$ cat config.mk
export PLATFORM = sky130hd
export DESIGN_NAME = alu_sequencer
export DESIGN_NICKNAME = d
export VERILOG_FILES = /design/src/rtl/alu_pkg.sv /design/src/rtl/alu_regfile.sv /design/src/rtl/alu_sequencer.sv
export SDC_FILE = /design/constraint.sdc
export NUM_CORES = 1
export LEC_CHECK = 0
export BUFFER_PORTS_ARGS = -buffer_cell sky130_fd_sc_hd__buf_2
export CORE_UTILIZATION = 35
export CTS_CLUSTER_SIZE = 24
export DETAILED_ROUTE_END_ITERATION = 16
export PLACE_DENSITY_LB_ADDON = 0.05
export REMOVE_ABC_BUFFERS = 1
export SETUP_SLACK_MARGIN = 0.5
export SLEW_MARGIN = 10
export SYNTH_ARGS = -nofsm -noshare
export SYNTH_HDL_FRONTEND = slang
export SYNTH_SLANG_ARGS = --single-unit
$ cat constraint.sdc
create_clock -name clk -period 3.4 [get_ports clk]
set_input_delay 0.17 -clock clk [delete_from_list [all_inputs] [get_ports clk]]
set_output_delay 0.17 -clock clk [all_outputs]
set_load 0.03 [all_outputs]
$ cat src/rtl/alu_pkg.sv
`default_nettype none
// +----------------------------------------------------------------------+
// | alu_pkg : opcode and sequencer state types shared by ALU and FSM      |
// | Revision: 1.0                                                         |
// +----------------------------------------------------------------------+
package alu_pkg;

    localparam int REG_W = 8;

    typedef enum logic [2:0] {
        OP_ADD = 3'd0,
        OP_SUB = 3'd1,
        OP_AND = 3'd2,
        OP_OR  = 3'd3,
        OP_NOT = 3'd4,
        OP_XOR = 3'd5,
        OP_ROL = 3'd6,
        OP_ROR = 3'd7
    } alu_op_e;

    typedef enum logic [1:0] {
        ST_IDLE = 2'd0,
        ST_EXEC = 2'd1,
        ST_DONE = 2'd2
    } seq_state_e;

endpackage : alu_pkg
`default_nettype wire

$ cat src/rtl/alu_regfile.sv
`default_nettype none
// +----------------------------------------------------------------------+
// | alu_regfile : NUM_REGS x 8 registers, one write port, two operand     |
// | read ports and a debug read port. Revision: 1.0                       |
// +----------------------------------------------------------------------+
module alu_regfile
    import alu_pkg::*;
#(
    parameter int NUM_REGS = 4,
    parameter int IDX_W    = $clog2(NUM_REGS)
) (
    input  logic             clk,
    input  logic             rst_n,
    input  logic             we,
    input  logic [IDX_W-1:0] waddr,
    input  logic [REG_W-1:0] wdata,
    input  logic [IDX_W-1:0] raddr_a,
    output logic [REG_W-1:0] rdata_a,
    input  logic [IDX_W-1:0] raddr_b,
    output logic [REG_W-1:0] rdata_b,
    input  logic [IDX_W-1:0] dbg_addr,
    output logic [REG_W-1:0] dbg_data
);

    logic [NUM_REGS-1:0][REG_W-1:0] regs_q;
    logic [NUM_REGS-1:0][REG_W-1:0] regs_d;

    always_comb begin
        regs_d = regs_q;
        for (int i = 0; i < NUM_REGS; i++) begin
            if (we && (waddr == IDX_W'(i))) begin
                regs_d[i] = wdata;
            end
        end
    end

    always_ff @(posedge clk or negedge rst_n) begin
        if (!rst_n) begin
            regs_q <= '0;
        end else begin
            regs_q <= regs_d;
        end
    end

    // Reads return the pre-write value, so rd == rs sees the old operand.
    assign rdata_a  = regs_q[raddr_a];
    assign rdata_b  = regs_q[raddr_b];
    assign dbg_data = regs_q[dbg_addr];

endmodule : alu_regfile
`default_nettype wire

$ cat src/rtl/alu_sequencer.sv
`default_nettype none
// +----------------------------------------------------------------------+
// | alu_sequencer : IDLE/EXEC/DONE request sequencer driving an external  |
// | ALU and owning the register file and flags. Revision: 1.0            |
// +----------------------------------------------------------------------+
module alu_sequencer
    import alu_pkg::*;
#(
    parameter int NUM_REGS = 4,
    parameter int IDX_W    = $clog2(NUM_REGS)
) (
    input  logic             clk,
    input  logic             rst_n,
    input  logic             req_valid,
    output logic             req_ready,
    input  logic [2:0]       req_op,
    input  logic [IDX_W-1:0] req_rd,
    input  logic [IDX_W-1:0] req_rs,
    input  logic             req_imm_en,
    input  logic [REG_W-1:0] req_imm,
    input  logic             req_wb,
    output logic [2:0]       alu_op,
    output logic [REG_W-1:0] alu_a,
    output logic [REG_W-1:0] alu_b,
    input  logic [REG_W-1:0] alu_out,
    input  logic             alu_carry,
    input  logic             alu_zero,
    output logic             done,
    output logic             flag_c,
    output logic             flag_z,
    input  logic [IDX_W-1:0] dbg_addr,
    output logic [REG_W-1:0] dbg_data
);

    seq_state_e       state_q,  state_d;
    logic [2:0]       op_q,     op_d;
    logic [IDX_W-1:0] rd_q,     rd_d;
    logic [IDX_W-1:0] rs_q,     rs_d;
    logic             imm_en_q, imm_en_d;
    logic [REG_W-1:0] imm_q,    imm_d;
    logic             wb_q,     wb_d;
    logic             flag_c_q, flag_c_d;
    logic             flag_z_q, flag_z_d;
    logic             done_q,   done_d;
    logic             ready_q,  ready_d;

    logic             in_exec_w;
    logic             we_w;
    logic [REG_W-1:0] rd_data_w;
    logic [REG_W-1:0] rs_data_w;

    always_comb begin
        state_d  = state_q;
        op_d     = op_q;
        rd_d     = rd_q;
        rs_d     = rs_q;
        imm_en_d = imm_en_q;
        imm_d    = imm_q;
        wb_d     = wb_q;
        flag_c_d = flag_c_q;
        flag_z_d = flag_z_q;
        case (state_q)
            ST_IDLE: begin
                if (req_valid && ready_q) begin
                    op_d     = req_op;
                    rd_d     = req_rd;
                    rs_d     = req_rs;
                    imm_en_d = req_imm_en;
                    imm_d    = req_imm;
                    wb_d     = req_wb;
                    state_d  = ST_EXEC;
                end
            end
            ST_EXEC: begin
                flag_c_d = alu_carry;
                flag_z_d = alu_zero;
                state_d  = ST_DONE;
            end
            ST_DONE: state_d = ST_IDLE;
            default: state_d = ST_IDLE;
        endcase
        // Status outputs are registered from the next state so they line up with it.
        done_d  = (state_d == ST_DONE);
        ready_d = (state_d == ST_IDLE);
    end

    always_ff @(posedge clk or negedge rst_n) begin
        if (!rst_n) begin
            state_q  <= ST_IDLE;
            op_q     <= '0;
            rd_q     <= '0;
            rs_q     <= '0;
            imm_en_q <= 1'b0;
            imm_q    <= '0;
            wb_q     <= 1'b0;
            flag_c_q <= 1'b0;
            flag_z_q <= 1'b0;
            done_q   <= 1'b0;
            ready_q  <= 1'b1;
        end else begin
            state_q  <= state_d;
            op_q     <= op_d;
            rd_q     <= rd_d;
            rs_q     <= rs_d;
            imm_en_q <= imm_en_d;
            imm_q    <= imm_d;
            wb_q     <= wb_d;
            flag_c_q <= flag_c_d;
            flag_z_q <= flag_z_d;
            done_q   <= done_d;
            ready_q  <= ready_d;
        end
    end

    assign in_exec_w = (state_q == ST_EXEC);
    assign we_w      = in_exec_w && wb_q;

    alu_regfile #(
        .NUM_REGS (NUM_REGS),
        .IDX_W    (IDX_W)
    ) u_regfile (
        .clk      (clk),
        .rst_n    (rst_n),
        .we       (we_w),
        .waddr    (rd_q),
        .wdata    (alu_out),
        .raddr_a  (rd_q),
        .rdata_a  (rd_data_w),
        .raddr_b  (rs_q),
        .rdata_b  (rs_data_w),
        .dbg_addr (dbg_addr),
        .dbg_data (dbg_data)
    );

    assign alu_op    = in_exec_w ? op_q : 3'd0;
    assign alu_a     = in_exec_w ? rd_data_w : '0;
    assign alu_b     = in_exec_w ? (imm_en_q ? imm_q : rs_data_w) : '0;
    assign req_ready = ready_q;
    assign done      = done_q;
    assign flag_c    = flag_c_q;
    assign flag_z    = flag_z_q;

endmodule : alu_sequencer
`default_nettype wire

# Yosys cells after proc, flatten, opt, wreduce, memory -nomap -nowiden
# Cells that the tools add are included.
[word_totals] latchBits=0 mem_count=0 input_bits=32 reg_bits=55 mem_bits_ro=0 ramBits=0
[op_classes] muxes=12 order_cmp=3 addsub=0 n_div=0 shifts=0 n_eq_ne=5 reduce_logical=10 mul=0 n_bitwise=0
[ops] op="$bmux W8 S2" n=3
[ops] op="$mux W8" n=6
[ops] op="$lt A2 B3 Y1 const B" n=3
[ops] op="$eq A2 B2 Y1 const B" n=3
[ops] op="$logic_and A1 B1 Y1" n=6
[ops] op="$logic_not A2 Y1" n=3
[ops] op="$eq A2 B1 Y1 const B" n=2
[ops] op="$pmux W2 S2" n=1
[ops] op="$mux W3" n=1
[ops] op="$mux W2" n=1
[ops] op="$reduce_and A2 Y1" n=1

# Longest topological paths before layout
[logic_depth] word_depth=4 mapped_depth=5

# Hierarchy
# From an unflattened synthesis, not the netlist that was laid out.
[unflattened] hier_cells=177 hier_area_um2=2855.2
[by_module_without_submodules] module="alu_regfile" seq_area_each_um2=800.8 cells_each=98 n_inst=1 area_each_um2=1779.2
[by_module_without_submodules] module="alu_sequencer" seq_area_each_um2=551.8 cells_each=79 n_inst=1 area_each_um2=1076.0

# Worst setup path after synthesis
# OpenSTA, ideal clock, no wires.
[synth_path] path_kind="flip-flop to flip-flop" start="register ready_q, in the netlist req_ready" end="register imm_en_q" period_less_slack_ps=1751 required_ps=3275 path_stages_with_launch=5 path_slack_ps=1649 arrival_ps=1626 n_path_buf=1 path_cell_list="dfstp_2 > nand2_1 > nor3_4 > buf_2 > mux2_2"
[synth_via] elab_chain_cells=2
[synth_lines] element="start, declared" line_no="alu_sequencer.sv:45" rtl="logic ready_q, ready_d;"
[synth_lines] element="start signal, assigned" line_no="alu_sequencer.sv:111" rtl="ready_q <= ready_d;"
[synth_lines] element="$logic_and A1 B1 Y1" line_no="alu_sequencer.sv:64" rtl="if (req_valid && ready_q) begin"
[synth_lines] element="$reduce_and A2 Y1 (no line)"
[synth_lines] element="end signal, assigned" line_no="alu_sequencer.sv:105" rtl="imm_en_q <= imm_en_d;"
[synth_lines] element="end, declared" line_no="alu_sequencer.sv:39" rtl="logic imm_en_q, imm_en_d;"
# Every way passes these cells.
# A chain may end at the register's enable or synchronous reset.

# Worst setup path after layout
[layout_path] start="register rd_q[0]" end="output alu_a[2]"
[layout_via] elab_chain_cells=3
[layout_lines] element="start, declared" line_no="alu_sequencer.sv:37" rtl="logic [IDX_W-1:0] rd_q, rd_d;"
[layout_lines] element="start signal, assigned" line_no="alu_sequencer.sv:103" rtl="rd_q <= rd_d;"
[layout_lines] element="$bmux W8 S2" line_no="alu_regfile.sv:46" rtl="assign rdata_a = regs_q[raddr_a];"
[layout_lines] element="$mux W8 (not written as such)" line_no="alu_regfile.sv:46"
[layout_lines] element="$mux W8" line_no="alu_sequencer.sv:136" rtl="assign alu_a = in_exec_w ? rd_data_w : '0;"
[layout_lines] element="end, declared" line_no="alu_sequencer.sv:23" rtl="output logic [REG_W-1:0] alu_a,"
# Every way passes these cells. The select of a mux whose other input is x is not followed.

==> reports/metrics.csv <==
metric,value,unit
timing.final.ws_setup,1.141,ns
synthMuxAreaShare,42.22,%
cts_resized,0,
critPathLaunchType,flip-flop,
diodes,0,
rsz0062_at_grt,no,
clock-sinks,54,
cap_violations,0,
p_int,1.963,mW
synth_top_family_by_area,multiplexers,
worst_slew_pin_slew,0.8688,ns
path_max_fanout,13,
seq_power_share,41.3,%
numCtsBuffers,5,
fin_crit_sh,66.43,%
critPathMaxStageDelay,0.79,ns
ys_warn_count,0,
maxSlewViolCount,0,
synth_seq_cells,54,
dp_hpwl,4665,µm
power_density,978.6,mW/mm²
fin_tns_setup,0,ns
syn_avg_cell_area,15.72,µm²
grt_antenna_before_repair,0,
place_congestion,0.7268,
area_delta_synth_final,17.86,%
fp.dieW,91.93,µm
p_leak,1.524,nW
insertion_delay,0.31,ns
clockRootBuffer,clkbuf_8,
rows,32,
cp-end-kind,output port,
crit_path_cell_trace,mux4_1 > and2_1 > buf_2,
hold_class,in2reg,
synth-compound-area-share,0,%
clkPwrFrac,11.4,%
grt_pass1_wl,10710,µm
io_pins,63,
syn_area,0.002830,mm²
worst_path_max_delay_cell,dfrtp_1,
combPwrFrac,47.2,%
switching_share,39.86,%
start_util,36.44,%
dr_total_vias,1765,
synth_cell_type_count,19,
seq_area_frac_synth,47.79,%
ant_nets,0,
clk_pin_slew,0.10,ns
crit_buf_inv,1,
fp.coreArea,0.007767,mm²
arrival,2.09,ns
final_cells,345,
portBuffers,62,
cts_tree,built,
max_freq,442.7,MHz
dpl.cell_count,336,
pre_cts_ws,1.126,ns
final-hold-violation-count,0,
fin_util,42.94,%
nets,274,
synth-adder-area-share,0,%
grt_pass1_vias,1894,
status,"complete, no violations",
overflow,0,
fin_skew,0.01128,ns
p_total,3.264,mW
synth-simple-area-share,8.134,%
viasPerCell,5.116,
routedWlPerCell,19.28,µm
dieArea,0.008450,mm²
routed_wl,6653,µm
cp_top_family,flip-flops,
critical_path_class,reg2out,
h-tree-depth,2,
synth-xor-area-share,0,%
post-route-min-period,2.259,ns
track_usage,17.10,%
setup_violations,0,
drive_above_1_share,59.67,%
drtIter0Drc,44,
p_switching,1.301,mW
critical_path_required,3.23,ns
ir_worst_vdd,0.4146,mV
max_slew_margin,42.08,%
clockBufferDepth,2,
die_h,91.93,µm
grt_max_degree,37,
syn_inst,180,
firstDrtPassIters,4,
drc_errors,0,
-- worst min-delay path, cell delays in order --
cell	delay, ns
buf_2	0.07
nand2_1	0.04
nand2_1	0.05
-- logic make-up (layout without fill, tap and decap cells) --
group / after synthesis / in the layout
multiplexers: 81 / 81
flip-flops: 54 / 54
buffers and inverters: 11 / 74
AND/OR/NAND/NOR: 34 / 34
-- cells in the final DEF, fill, tap and decap left out --
master / count
buf_4: 2
dfrtp_1: 53
clkbuf_1: 1
nand2b_4: 1
clkbuf_8: 6
mux2_2: 49
nor4b_4: 1
nor2_1: 9
mux2i_1: 8
mux4_1: 6
nand2_1: 8
clkinv_1: 1
and2_1: 11
clkinv_2: 1
buf_2: 62
nand4_2: 1
nand4b_2: 1
dfstp_2: 1
nor3_4: 2
mux4_2: 18
dlygate4sd3_1: 1
-- Yosys cell counts (all sizes together) --
| cell type | number | area share (%) |
|---|---|---|
| dfrtp | 53 | 47 |
| mux2 | 49 | 19 |
| mux4 | 24 | 20 |
| and2 | 11 | 2.4 |
| nor2 | 9 | 1.2 |
| mux2i | 8 | 2.8 |
| nand2 | 8 | 1.1 |
| buf | 7 | 1.3 |
| clkbuf | 3 | 0.40 |
| nor3 | 2 | 1.1 |
| clkinv | 1 | 0.13 |
| dfstp | 1 | 0.93 |
| nand2b | 1 | 0.49 |
| nand4 | 1 | 0.44 |
| nand4b | 1 | 0.53 |
| nor4b | 1 | 0.84 |
-- power groups by stage --
stage                     clock (mW)  sequential, mW  combinational, mW
after global routing           0.416            1.42               1.66
after global placement             0            1.36               1.56
after CTS                      0.389            1.36               1.57
final                          0.373            1.35               1.54
after floorplan                    0            1.28               1.19
after detailed placement           0            1.38               1.57
-- sequential cells by signal, indices dropped and copies added, names as in the netlist --
signal	flops
done	1
flag_c	1
flag_z	1
imm_en_q	1
imm_q	8
op_q	3
rd_q	2
req_ready	1
rs_q	2
state_q	1
u_regfile.regs_q	32
wb_q	1
-- timing repair --
item | in CTS | in global routing
hold buffers | 1 | 0
endpoints found under the hold margin | 9 | 0
buffers inserted | 0 | 0
-- metrics by stage --
stage	cell area [µm²]	hold WS, ns
finish	3336	0.04861
global route	3336	0.05541
CTS	3336	0.04519
detailed placement	3234	0.3378
global placement	3234	0.3566
floorplan	2781	-0.1256
-- final timing paths --
| check | from | end | slack, ns | cells past startpoint |
|---|---|---|---|---|
| min | alu_zero | flag_z | 0.05 | 3 |
| max | rd_q[0] | alu_a[2] | 1.14 | 3 |
| max in group asynchronous | rst_n | u_regfile.regs_q[6] | 2.08 | 3 |
| max reg2reg | done | u_regfile.regs_q[27] | 1.25 | 4 |
| min reg2reg | flag_c | flag_c | 0.49 | 2 |
| min in group asynchronous | rst_n | imm_q[1] | 0.50 | 2 |
-- per-layer routing --
layer  routed length (µm)  track usage, %  vias up
li1                     -               -      808
met1                 3181           23.85      903
met2                 3157           27.80       50
met3                  269           3.400        4
met4                   45           3.516        0
met5                    0               0        -
-- area by class of cell --
class	count	area, µm²
Sequential cell	54	1353
Fill cell	747	4432
Clock buffer	7	86.33
Timing Repair Buffer	65	335.3
Multi-Input combinational cell	115	1425
Inverter	1	3.754
Clock inverter	1	5.005
Tap cell	102	127.6
No activity file was read; power rests on OpenSTA's default activity.
